## config.mk

```make
export PLATFORM = sky130hd
export DESIGN_NAME = dmem_store_buffer
export DESIGN_NICKNAME = d
export VERILOG_FILES = /design/src/rtl/dmem_store_buffer_pkg.sv /design/src/rtl/dmem_store_buffer_fwd_merge.sv /design/src/rtl/dmem_store_buffer.sv
export SDC_FILE = /design/constraint.sdc
export NUM_CORES = 1
export LEC_CHECK = 0
export CAP_MARGIN = 20
export CELL_PAD_IN_SITES_DETAIL_PLACEMENT = 1
export CELL_PAD_IN_SITES_GLOBAL_PLACEMENT = 2
export CORE_ASPECT_RATIO = 1.4
export CORE_UTILIZATION = 38
export DETAILED_ROUTE_END_ITERATION = 10
export PLACE_DENSITY_LB_ADDON = 0.25
export RECOVER_POWER = 25
export SETUP_SLACK_MARGIN = 0.5
export SYNTH_ARGS = -nofsm -noshare
export SYNTH_HDL_FRONTEND = slang
export SYNTH_SLANG_ARGS = --single-unit
```

## constraint.sdc

```tcl
create_clock -name clk -period 5.7 [get_ports clk]
set_clock_uncertainty 0.05 [all_clocks]
set_input_delay 0.57 -clock clk [delete_from_list [all_inputs] [get_ports clk]]
set_output_delay 0.57 -clock clk [all_outputs]
set_load 0.01 [all_outputs]
```

## src/rtl/dmem_store_buffer_pkg.sv

```systemverilog
// Shared defaults and helpers for the dmem posted-write store buffer.
// Optional feature macro used by the store buffer: STBUF_FWD_EN.
package dmem_store_buffer_pkg;

  localparam int unsigned STBUF_DEPTH = 4;
  localparam int unsigned STBUF_AW    = 32;
  localparam int unsigned STBUF_DW    = 32;

  // Word index of a byte address (drops the two byte-offset bits).
  function automatic logic [63:0] word_idx(input logic [63:0] a);
    return a >> 2;
  endfunction

endpackage

```

## src/rtl/dmem_store_buffer_fwd_merge.sv

```systemverilog
// Per-lane priority merge of pending store entries over dmem read data.
// Entries are applied oldest to youngest so the youngest store owns each byte.
// Only instantiated when STBUF_FWD_EN is defined.
module dmem_store_buffer_fwd_merge #(
  parameter int unsigned DEPTH = 4,
  parameter int unsigned DW    = 32
) (
  input  logic [$clog2(DEPTH)-1:0]    rd_ptr,
  input  logic [DEPTH-1:0]            match,
  input  logic [DEPTH-1:0][DW-1:0]    data,
  input  logic [DEPTH-1:0][DW/8-1:0]  be,
  input  logic [DW-1:0]               mem_rdata,
  output logic [DW-1:0]               rdata
);

  localparam int unsigned PW = $clog2(DEPTH);
  localparam int unsigned BW = DW / 8;

  // Walk entries by age (0 = head); entry i has age (i - rd_ptr) mod DEPTH.
  always_comb begin
    rdata = mem_rdata;
    for (int a = 0; a < DEPTH; a++) begin
      for (int i = 0; i < DEPTH; i++) begin
        if ((PW'(i) - rd_ptr) == PW'(a) && match[i]) begin
          for (int b = 0; b < BW; b++) begin
            if (be[i][b]) rdata[8*b +: 8] = data[i][8*b +: 8];
          end
        end
      end
    end
  end

endmodule

```

## src/rtl/dmem_store_buffer.sv

```systemverilog
// Posted-write store buffer between the CPU data port and dmem.
// Stores enqueue in one cycle and retire in FIFO order whenever dmem accepts the head.
// Loads go straight to dmem; pending same-word stores are either forwarded
// (STBUF_FWD_EN defined) or waited out via stall (STBUF_FWD_EN undefined).
module dmem_store_buffer
  import dmem_store_buffer_pkg::*;
#(
  parameter int unsigned DEPTH = STBUF_DEPTH,
  parameter int unsigned AW    = STBUF_AW,
  parameter int unsigned DW    = STBUF_DW
) (
  input  logic            clk,
  input  logic            reset,
  input  logic            cpu_we,
  input  logic            cpu_re,
  input  logic [AW-1:0]   cpu_addr,
  input  logic [DW-1:0]   cpu_wdata,
  input  logic [DW/8-1:0] cpu_be,
  output logic [DW-1:0]   cpu_rdata,
  output logic            stall,
  output logic            mem_we,
  output logic [AW-1:0]   mem_waddr,
  output logic [DW-1:0]   mem_wdata,
  output logic [DW/8-1:0] mem_be,
  input  logic            mem_ready,
  output logic [AW-1:0]   mem_raddr,
  input  logic [DW-1:0]   mem_rdata,
  output logic            sb_empty
);

  localparam int unsigned PW = $clog2(DEPTH);
  localparam int unsigned BW = DW / 8;
  localparam logic [PW:0] FULL_CNT = (PW+1)'(DEPTH);

  logic [DEPTH-1:0][AW-1:0] addr_q;
  logic [DEPTH-1:0][DW-1:0] data_q;
  logic [DEPTH-1:0][BW-1:0] be_q;
  logic [DEPTH-1:0]         valid_q;
  logic [PW-1:0]            wr_ptr_q, wr_ptr_d, rd_ptr_q, rd_ptr_d;
  logic [PW:0]              count_q, count_d;
  logic                     full, empty, enq, deq;
  logic [DEPTH-1:0]         match;

  assign full  = (count_q == FULL_CNT);
  assign empty = (count_q == '0);

  // Same-word hit per valid entry, used for forwarding or load hazard stall.
  always_comb begin
    for (int i = 0; i < DEPTH; i++) begin
      match[i] = valid_q[i] && (word_idx(64'(addr_q[i])) == word_idx(64'(cpu_addr)));
    end
  end

`ifdef STBUF_FWD_EN
  assign stall = cpu_we && full;

  dmem_store_buffer_fwd_merge #(
    .DEPTH (DEPTH),
    .DW    (DW)
  ) u_fwd_merge (
    .rd_ptr    (rd_ptr_q),
    .match     (match),
    .data      (data_q),
    .be        (be_q),
    .mem_rdata (mem_rdata),
    .rdata     (cpu_rdata)
  );
`else
  // Loads wait until every older store to the same word has drained.
  assign stall     = (cpu_we && full) || (cpu_re && (|match));
  assign cpu_rdata = mem_rdata;
`endif

  assign enq = cpu_we && !stall;
  assign deq = mem_we && mem_ready;

  // Head-entry outputs and load pass-through.
  always_comb begin
    mem_we    = !empty;
    mem_waddr = addr_q[rd_ptr_q];
    mem_wdata = data_q[rd_ptr_q];
    mem_be    = be_q[rd_ptr_q];
    mem_raddr = cpu_addr;
    sb_empty  = empty;
  end

  // Pointer and occupancy next state; pointers wrap since DEPTH is a power of two.
  always_comb begin
    wr_ptr_d = enq ? wr_ptr_q + PW'(1) : wr_ptr_q;
    rd_ptr_d = deq ? rd_ptr_q + PW'(1) : rd_ptr_q;
    count_d  = count_q;
    if (enq && !deq)      count_d = count_q + (PW+1)'(1);
    else if (!enq && deq) count_d = count_q - (PW+1)'(1);
  end

  // Control state; reset discards all pending stores.
  always_ff @(posedge clk or posedge reset) begin
    if (reset) begin
      wr_ptr_q <= '0;
      rd_ptr_q <= '0;
      count_q  <= '0;
      valid_q  <= '0;
    end else begin
      wr_ptr_q <= wr_ptr_d;
      rd_ptr_q <= rd_ptr_d;
      count_q  <= count_d;
      if (deq) valid_q[rd_ptr_q] <= 1'b0;
      if (enq) valid_q[wr_ptr_q] <= 1'b1;
    end
  end

  // Entry payload; only meaningful while the matching valid bit is set.
  always_ff @(posedge clk) begin
    if (enq) begin
      addr_q[wr_ptr_q] <= cpu_addr;
      data_q[wr_ptr_q] <= cpu_wdata;
      be_q[wr_ptr_q]   <= cpu_be;
    end
  end

  // The single-cycle CPU never loads and stores together.
  assert property (@(posedge clk) disable iff (reset) !(cpu_we && cpu_re));

endmodule

```

Word-level counts from Yosys, hierarchy flattened
Cells that the tools add are included.

operators by class
  eq/ne operators = 5
  reduce and logical (&&, ||, !) cells = 20
  mux-type cells = 21
  add/sub/neg operators = 4
  magnitude comparators = 4
  bitwise logic cells = 3

operators with widths
  cell                 count
  $bwmux 128           2
  $bmux 32 s2          2
  $eq 30x30->1         4
  $mux 32              3
  $demux 32 s2         1
  $bwmux 16            1
  $mux 4               4
  $logic_and 1x1->1    12
  $bmux 4 s2           1
  $demux 4 s2          1
  $lt 2x3->1 const B   2
  $mux 3               2
  $add 2x1->2 const B  2
  $and 4x4->4          1
  $demux 1 s2          2
  $ge 2x1->1 const B   2
  $logic_not 1->1      4
  $not 4->4            1
  $or 4x4->4           1
  $reduce_or 4->1      1
  $add 3x1->3 const B  1
  $eq 3x3->1 const B   1
  $logic_not 3->1      1
  $sub 3x1->3 const B  1
  3 further kinds      4

word-level totals
  register bits = 283
  output and inout bits = 135
  input port bits = 105

Longest topological paths before layout
Gate-level depths: netlist of the first run.

  depth after elaboration = 11
  mapped depth = 13
  mapped depth without buffers = 12

Worst setup path before layout of the first run
OpenSTA, ideal clock, no wires.

  kind = input -> register
  from = in cpu_addr[10]
  to = reg addr_q[0] (netlist bit), enable pin
  data required time = 5.156 ns
  cell stages on the path = 7
  slack = 0.882 ns
  data arrival time = 4.274 ns
  cell sequence = buf_2 xnor2_2 nand4_1 nor4_4 a22oi_2 a21boi_4 nor2_1

on the way
  word-level cells in the longest chain between the ends = 7
  elaborated cells on any way between the ends = 13
  classes of those cells = eq/ne (4); reduce/logical (9)

RTL lines
  element                          line                      source
  from (decl)                      dmem_store_buffer.sv:16   input logic [AW-1:0] cpu_addr,
  $eq 30x30->1                     dmem_store_buffer.sv:50   match[i] = valid_q[i] && (word_idx(64'(addr_q[i])) == word_idx(64'(cpu_addr)));
  $logic_and 1x1->1                dmem_store_buffer.sv:50
  $reduce_or 4->1 *                dmem_store_buffer.sv:70   assign stall = (cpu_we && full) || (cpu_re && (|match));
  $logic_and 1x1->1 *              dmem_store_buffer.sv:70
  $logic_or 1x1->1 *               dmem_store_buffer.sv:70
  $logic_not 1->1 *                dmem_store_buffer.sv:74   assign enq = cpu_we && !stall;
  $logic_and 1x1->1 *              dmem_store_buffer.sv:74
  to (signal, indexed assignment)  dmem_store_buffer.sv:115  addr_q[wr_ptr_q] <= cpu_addr;
  to (decl)                        dmem_store_buffer.sv:35   logic [DEPTH-1:0][AW-1:0] addr_q;

Mark *: on every way between the ends. The rest lies on a longest branch, timed or not.
A chain may end at the register's enable or synchronous reset.

Final worst setup path of the first run
  from = in cpu_addr[23]
  to = out stall

on the way
  word-level cells in the longest chain between the ends = 5
  elaborated cells on any way between the ends = 11
  classes of those cells = eq/ne (4); reduce/logical (7)

RTL lines
  element              line                     source
  $eq 30x30->1         dmem_store_buffer.sv:50
  $logic_and 1x1->1    dmem_store_buffer.sv:50
  $reduce_or 4->1 *    dmem_store_buffer.sv:70
  $logic_and 1x1->1 *  dmem_store_buffer.sv:70
  $logic_or 1x1->1 *   dmem_store_buffer.sv:70
  to (decl)            dmem_store_buffer.sv:20  output logic stall,

Marks and branches as above.

==> run metrics, run 1 <==
run status=finished, final reports clean; Ant. Diodes=0; Worst R2R End=data_q[21]$_DFFE_PP_; Post-synth EDFFs=272; reg2reg setup slack=2370 ps; Pwr Total=0.00743 W; CTS tree=yes; worst vdd ir=0.276 mV; Initial Util=38.9%; CP Class=input pin to output pin; clock buffer depth=3; startpoint types=input pin; H-tree Lvls=1; Async SR Flop Fraction=3.89%; CTS Buf Count=29; Yosys warnings=0; R2R cell count=7; Net Count, Synth=806; Post-Route WL=30400 um; share of cells above drive strength 1=18.5%; flops & latches, synth=283; Post-CTS Setup Bufs=0; # IOs=240; FP Rows=78; Power Dens Cells=487 nW/um2; DRT iter0 DRCs=443; Pre-antenna DRT Iters=4; CP Max Fanout=10; Global Route Usage Sum=18.4%; Detail Route Antenna Nets=0; first-pass GRT wire length=45700 um; Final Hold Viols=0; Die W=157 um; crit path DAT=3600 ps; Fmax=237 MHz; full die area=34200 um2; Hold Path Class=input pin to asynchronous set/reset pin; Syn Area/Cell=18.4 um2; max_cap viols=0; ys flop type=edfxtp_1; r2r startpoint=addr_q[9]$_DFFE_PP_; initial antenna violation count=0; Tmin final=4220 ps; Clock Pin Slew Worst Setup and Hold Paths=70 ps; drt wl/cell=24.2 um; Via density=5.02; Area growth, synth to finish=20.0%; clk_lat worst skew=560 ps; Worst-Margin Slew=822 ps; die height=218 um; Final Cycle Share=73.9%; CTS Root Cell=clkbuf_16; gr ovfl total=0; Post-CTS Resized=0; post-synthesis cell type count=34; LEAKAGE=4.83 nW; GPL Wtd Cong=0.830; Setup violations, final=0; setup TNS=0 ps; vias in the first global route=7095; Final nets=909; relative slew slack=45.0%; WP data required=5080 ps; # hold bufs at CTS=0; total clock sinks=283; drt drc=0; Setup crit end kind=output pin; Port Buffers=175; RSZ-0062 raised after global routing=no; Placeable Area=32700 um2; vias=6296; register area share after synthesis=66.5%; mapped cell area=12700 um2; Slew Viols, Final=0; Syn Inst Count=691; Final HPWL DP=20200 um; largest net degree at the start of global routing=69
## worst max-delay path, cell delays in order
cell             delay [ps]
clkdlybuf4s50_1         620
xnor2_1                 410
nand4_1                 170
nor4_2                  480
a22oi_2                 180
a21boi_4                450
a31o_1                  160
clkdlybuf4s50_1         540
## layer usage
metal	track usage, %	vias to the layer above	share of wire [%]
met4	6.01	0	2.5
met3	3.75	46	5.2
met2	32.6	154	52
met1	22.2	3301	40
met5	0	-	0
li1	-	2795	-
## through the flow
step,std cells,hold WS [ps],instance area [um2],setup slack (ps),utilization (%)
after floorplan,691,372,12700,882,-
after global placement,1201,456,14300,1480,43.7
after detailed placement,1201,471,14300,1440,43.7
after CTS,1253,260,15200,1420,46.4
after global routing,1255,455,15200,1310,46.6
final,1255,415,15200,1480,46.6
## cell usage in the layout, fill, tap and decap left out, types with 9 or more instances in the layout
cell type and count:
nand3_1 9, nand4_1 30, xnor2_2 10, dfrtp_1 9, clkdlybuf4s50_1 133, ha_1 9
xnor2_1 112, mux4_2 68, nand2_1 12, dlygate4sd3_1 42, clkbuf_16 29, edfxtp_1 272
## flip-flops by register name (all words and copies together), names as in the netlist
register / count
valid_q: 4
be_q: 16
rd_ptr_q: 2
data_q: 128
wr_ptr_q: 2
addr_q: 128
count_q: 3
## synthesized netlist by cell type (all sizes together), types with 2 or more instances
cell type / n / area, um2
edfxtp: 272 / 8170
xnor2: 122 / 1140
buf: 101 / 776
mux4: 68 / 1530
nand4: 30 / 188
nand2: 12 / 45.0
clkbuf: 11 / 42.5
dfrtp: 11 / 275
ha: 9 / 113
nand3: 9 / 45.0
nor2: 8 / 30.0
nor4: 8 / 118
inv: 7 / 26.3
o21ai: 4 / 20.0
a21oi: 2 / 10.0
a22o: 2 / 18.8
a22oi: 2 / 25.0
mux2: 2 / 22.5
o211ai: 2 / 15.0
xor2: 2 / 17.5
## where the power goes
group / switching (W) / internal (W)
logic: 0.00116 / 0.00135
registers: 0.000335 / 0.00277
clock network: 0.000798 / 0.00102
total: 0.00229 / 0.00513
## cell families after synthesis
kind of cell / count (synthesis) / share of synthesized area (%)
XOR/XNOR: 124 / 9.14
multiplexers: 70 / 12.2
buffers and inverters: 119 / 6.65
adder cells (fa/ha/maj): 10 / 1.04
AND/OR/NAND/NOR: 71 / 3.55
flip-flops: 283 / 66.5
AO/OA/AOI/OAI: 14 / 0.916
## worst max-delay path by stage
| stage | start | to | slack, ps | cells after the start |
|---|---|---|---|---|
| 2_1_floorplan | cpu_addr[10] | addr_q[0]$_DFFE_PP_ | 880 | 7 |
| 3_3_place_gp | cpu_addr[15] | stall | 1480 | 8 |
| 3_5_place_dp | cpu_addr[8] | data_q[29]$_DFFE_PP_ | 1440 | 8 |
| 4_1_cts | cpu_addr[23] | stall | 1420 | 8 |
| 5_1_grt | cpu_addr[23] | stall | 1310 | 8 |
| 6_report | cpu_addr[23] | stall | 1480 | 8 |
## cell type report
cell class | instances | area [um2]
clock buffers | 31 | 733
clock inverters | 21 | 163
fillers | 3035 | 17500
inverters | 7 | 26.3
multi-input cells | 289 | 3440
flip-flops and latches | 283 | 8450
well taps | 440 | 551
repair buffers | 184 | 1870
Note: power is estimated with default switching activity, not from simulation.
==> inputs of run 2 (changes only) <==
CORE_UTILIZATION = 35   (was 38)
clock period = 3.65 ns   (was 5.7 ns; I/O delays follow)
==> run 2 against run 1 <==
  * Routed wire length rose by 3.0%
  * Critical path depth fell by 1
  * Register-to-register slack got worse by 1700 ps
  * Cell count rose by 3.9%
  * Worst hold slack got worse by 200 ps
  * Count of clock-buffer cells in the layout fell by 1
  * Core utilization fell by 2.6 points
  * Power rose by 60%
  * Highest routed layer is now met5
  * Via count rose by 1.7%
  * Global-route usage fell by 1.2 points
==> run metrics, run 2 (synthesis gave the netlist of run 1 again) <==
die height=227 um (+4.2%); vias=6402 (+1.7%); FP Rows=82 (+5.1%); Final HPWL DP=21300 um (+5.7%); initial antenna violation count=1 (+1); # hold bufs at CTS=0 (unchanged); Die W=163 um (+4.1%); routed wl met2=16400 um (+2.9%); Pwr Total=0.0119 W (+60%); most frequent cells in the layout=272 x edfxtp_1, 118 x clkdlybuf4s50_1, 88 x xnor2_1; drt wl/cell=24.0 um (-0.86%); RSZ-0062 raised after global routing=yes; Power Dens Cells=755 nW/um2 (+55%); vias in the first global route=7169 (+1.0%); DRT iter0 DRCs=245 (-45%); setup TNS=0 ps (unchanged); R2R cell count=10 (+3); Clock Pin Slew Worst Setup and Hold Paths=60 ps (about the same); drt drc=0 (unchanged); Slew Viols, Final=0 (unchanged); Pre-antenna DRT Iters=4 (unchanged); clk_lat worst skew=560 ps (about the same); relative slew slack=60.3% (+15 points); Final nets=937 (+3.1%); CTS Root Cell=clkbuf_16; Hold Path Class=input pin to asynchronous set/reset pin; Detail Route Antenna Nets=0 (unchanged); CTS Buf Count=28 (-3.4%); total clock sinks=283 (unchanged); Port Buffers=175 (unchanged); Setup violations, final=0 (unchanged); PnR worst setup slack=601 ps (-884 ps); LEAKAGE=5.17 nW (+7.1%); Multi-input gate area=3640 um2 (+5.8%); Fmax=328 MHz; Final Hold Viols=0 (unchanged); H-tree Lvls=1 (unchanged); Fill cells=3369 (+11%); Top Metal Used=met5; startpoint types=flop; first-pass GRT wire length=46200 um (+1.0%); Setup WS pre-CTS=-55.2 ps (-1500 ps); share of cells above drive strength 1=23.8% (+5.2 points); Met3 Wirelength=1570 um (-0.25%); Worst-Margin Slew=594 ps (-228 ps); full die area=37100 um2 (+8.5%); # IOs=240 (unchanged); gr ovfl total=0 (unchanged); Post-Route M1 WL=12100 um (-0.36%); WP data required=3230 ps (-1850 ps); Initial Util=35.5% (-3.4 points); Largest regs=addr_q: 128 flops, data_q: 128 flops, be_q: 16 flops; Placeable Area=35800 um2 (+9.5%); final instance area=15700 um2 (+3.3%); CP Max Fanout=3 (-7); clock buffer depth=3 (unchanged); Global Route Usage Sum=17.2% (-1.2 points); GPL Wtd Cong=0.782 (-5.8%); dpl cell area=14600 um2 (+2.2%); Final Cycle Share=83.5%; commonest non-fill, non-tap cell in the layout=edfxtp_1; CP Class=flop to output pin; worst vdd ir=0.480 mV (+74%); Post-Route WL=31300 um (+3.0%); Area growth, synth to finish=23.9%; Via density=4.91 (-2.1%); Tmin final=3050 ps; FF+latch area=8450 um2 (unchanged); Ant. Diodes=0 (unchanged); crit path DAT=2630 ps (-970 ps); CTS tree=yes; max_cap viols=0 (unchanged); largest net degree at the start of global routing=69 (unchanged); run status=finished, final reports clean; Setup crit end kind=output pin
run 2: cell types whose count changed in the layout (fill, tap and decap cells not counted), moves of 2 or more:
cell	change
buf_12	+9
dlygate4sd3_1	-11
xnor2_2	+23
clkdlybuf4s50_1	-15
dlygate4sd2_1	+21
clkbuf_1	+7
bufinv_16	+2
xnor2_1	-24
buf_4	+18
clkinvlp_4	-2
run 2: area by class of cell:
class                           count  share of cell area [%]
Multi-Input combinational cell    289                    23.2
Tap cell                          462                    3.67
Timing Repair Buffer              213                    13.5
Clock inverter                     20                    1.37
Sequential cell                   283                    53.7
Clock buffer                       30                    4.50
Inverter                            7                   0.167
run 2: report_power, final:
group / switching (W) / total (W) / internal [W]
clock: 0.00123 / 0.00292 / 0.00169
combinational: 0.00203 / 0.00429 / 0.00226
sequential: 0.000363 / 0.00469 / 0.00432
total: 0.00362 / 0.0119 / 0.00827
run 2: per-stage QoR:
| step | hold slack [ps] | instances | utilization, % |
|---|---|---|---|
| after detailed placement | 459 | 1247 | 40.8 |
| after CTS | 66.1 | 1300 | 43.8 |
| after global routing | 240 | 1304 | 44.0 |
| after floorplan | 167 | 691 | - |
| after global placement | 437 | 1247 | 40.8 |
| final | 212 | 1304 | 44.0 |
run 2: layer usage:
layer	track usage, %	up-vias
met5	0	-
met2	30.4	171
met1	20.0	3287
met4	7.66	2
met3	3.30	86
li1	-	2856
run 2: critical path, stage by stage, from the launching register on:
cell	delay (ps)
edfxtp_1	420
xnor2_2	260
nand4_1	230
nor4_4	370
a22oi_2	180
a21boi_4	220
a31o_1	130
clkdlybuf4s15_1	250
run 2: final timing paths:
kind                                       from                 endpoint  slack [ps]
setup reg to reg           addr_q[38]$_DFFE_PP_   count_q[1]$_DFFE_PP0P_         710
min in group clk                   cpu_addr[25]     addr_q[89]$_DFFE_PP_         240
hold / removal                            reset  rd_ptr_q[0]$_DFFE_PP0P_         210
max in group asynchronous                 reset  rd_ptr_q[1]$_DFFE_PP0P_        2970
setup / recovery           addr_q[38]$_DFFE_PP_                    stall         600
hold reg to reg            valid_q[1]$_DFF_PP0_     valid_q[1]$_DFF_PP0_         470
run 2: repair_timing:
item,CTS,global route
endpoints found under the setup margin,25,3
gates resized for setup,43,10
buffers inserted,3,4
pin swaps,12,5
==> inputs of run 3 (changes only) <==
clock period = 2.55 ns   (was 3.65 ns; I/O delays follow)
==> run 3 against run 2 <==
  * The flow now finishes with violations (negative setup slack)
  * Final area increased by 8.9%
  * Global-route usage increased by 2.0 points
  * Critical path depth increased by 2
  * Worst hold slack improved by 80 ps
  * Cell count increased by 9.9%
  * Via count increased by 9.0%
  * Register-to-register slack got worse by 1100 ps
  * Critical path type unchanged
==> run metrics, run 3 (synthesis gave the netlist of run 1 again) <==
Global Route Usage Sum=19.1% (+2.0 points); # IOs=240 (unchanged); Via density=4.87 (-0.86%); GPL Wtd Cong=0.795 (+1.7%); PnR worst setup slack=-365 ps (-965 ps); clock buffer depth=3 (unchanged); relative slew slack=67.8% (+7.6 points); commonest non-fill, non-tap cell in the layout=edfxtp_1; Worst-Margin Slew=482 ps (-112 ps); startpoint types=flop; full die area=37100 um2 (unchanged); Largest regs=addr_q: 128 flops, data_q: 128 flops, be_q: 16 flops; first-pass GRT wire length=51000 um (+10%); Pre-antenna DRT Iters=4 (unchanged); Slew Viols, Final=0 (unchanged); total clock sinks=283 (unchanged); largest net degree at the start of global routing=29 (-58%); placed insts=1324 (+6.2%); Placeable Area=35800 um2 (unchanged); Final Hold Viols=0 (unchanged); run status=complete, but fails checks; FP Rows=82 (unchanged); Final Cycle Share=114%; CP Max Fanout=2 (-1); final cell count without fillers=1433 (+9.9%); H-tree Lvls=1 (unchanged); CTS Root Cell=clkbuf_16; Crit-path slowest cell=nor4_4; die height=227 um (unchanged); Ant. Diodes=0 (unchanged); vias in the first global route=7793 (+8.7%); drt wl/cell=24.3 um (+0.97%); LEAKAGE=5.97 nW (+15%); CP Class=flop to output pin; CP Cell Sequence=xnor2_1 > buf_4 > nand4_1 > nor4_4 > a22oi_2 > a21boi_4 > buf_4 > a31o_1 > buf_2; Clock Pin Slew Worst Setup and Hold Paths=60 ps (about the same); Port Buffers=175 (unchanged); Fmax=343 MHz; Post-Route WL=34800 um (+11%); Setup crit end kind=output pin; Area growth, synth to finish=35.0%; Worst path most repeated cell=buf_4; gr ovfl total=0 (unchanged); Detail Route Antenna Nets=0 (unchanged); CTS tree=yes; Worst Setup SP=addr_q[104]$_DFFE_PP_; vias=6975 (+9.0%); WP data required=2250 ps (-980 ps); crit path DAT=2610 ps (-20 ps); CTS Buf Count=29 (+3.6%); max_cap viols=0 (unchanged); hold_sp=cpu_wdata[11]; failing checks=negative setup slack; Initial Util=35.5% (unchanged); CP bufs+invs=3 (+2); setup TNS=-20130 ps (-20130 ps); Die W=163 um (unchanged); Setup violations, final=236 (+236); most frequent cells in the layout=272 x edfxtp_1, 107 x xnor2_1, 104 x buf_4; DRT iter0 DRCs=402 (+64%); Power Dens Cells=1100 nW/um2 (+46%); Tmin final=2910 ps; Pwr Total=0.0188 W (+58%); CP peak stage delay=450 ps (+30 ps); drt drc=0 (unchanged); Final HPWL DP=22800 um (+6.8%); Hold Path Class=input pin to flop; r2r startpoint=addr_q[104]$_DFFE_PP_; Setup WS pre-CTS=-806 ps (-751 ps); Final nets=1067 (+14%); clk_lat worst skew=580 ps (+20 ps); initial antenna violation count=0 (-1); RSZ-0062 raised after global routing=yes; worst vdd ir=0.651 mV (+36%); share of cells above drive strength 1=39.4% (+16 points); kind of cell adding the most delay to the critical path=simple AND/OR/NAND/NOR gates
-- run 3: cell types whose count changed in the layout (fill, tap and decap cells not counted), moves of 7 or more --
| cell | change |
|---|---|
| buf_12 | +16 |
| xnor2_2 | -18 |
| buf_6 | +62 |
| buf_4 | +80 |
| buf_2 | +24 |
| clkbuf_1 | -7 |
| dlygate4sd2_1 | -21 |
| xnor2_1 | +19 |
| buf_16 | +11 |
| clkdlybuf4s50_1 | -37 |
-- run 3: worst reg2reg max path, cell delays in order, from the launching register on --
cell and delay [ps]:
edfxtp_1 410, xnor2_1 160, buf_4 140, nand4_1 200, nor4_4 450, a22oi_2 140
a21boi_4 190, buf_6 110, nor2_1 30, ha_2 190, inv_2 50, fa_1 400
mux2_2 260
-- run 3: routing by layer --
layer / track usage, % / part of all wire [%] / vias up
li1: - / - / 3119
met1: 23.4 / 40 / 3615
met2: 34.0 / 53 / 191
met3: 3.86 / 5.2 / 50
met4: 5.67 / 2.5 / 0
met5: 0 / 0 / -
-- run 3: where the power goes --
group          internal (W)  switching [W]
combinational       0.00440        0.00356
clock               0.00239        0.00186
sequential          0.00618       0.000470
total                0.0130        0.00588
-- run 3: timing repair --
action	4_1_cts	5_1_grt
resized for setup	359	10
setup buffers	42	4
endpoints found under the setup margin	350	352
hold buffers	1	0
endpoints found under the hold margin	11	0
pin swaps	6	13
cloned	12	0
-- run 3: final timing paths --
check | endpoint | slack [ps] | cells after the start
setup / recovery | stall | -360 | 9
hold / removal | data_q[75]$_DFFE_PP_ | 290 | 1
setup reg to reg | count_q[1]$_DFFE_PP0P_ | -350 | 12
hold reg to reg | count_q[2]$_DFFE_PP0P_ | 480 | 1
max in group asynchronous | rd_ptr_q[1]$_DFFE_PP0P_ | 1570 | 3
min in group asynchronous | valid_q[0]$_DFF_PP0_ | 510 | 3
-- run 3: cell type report --
| class | instances | area [um2] |
|---|---|---|
| multi-input combinational | 289 | 3510 |
| timing repair buffer | 342 | 3650 |
| clock buffer | 31 | 733 |
| fill | 3352 | 18700 |
| clock inverter | 19 | 199 |
| sequential | 283 | 8450 |
| tap | 462 | 578 |
| inverter | 7 | 26.3 |
-- run 3: metrics by stage --
step                hold slack, ps  util (%)  area [um2]
floorplan                     57.4         -       12700
global placement               445      42.7       15300
detailed placement             460      42.7       15300
CTS                            245      47.6       17100
global route                   304      47.9       17100
finish                         293      47.9       17100
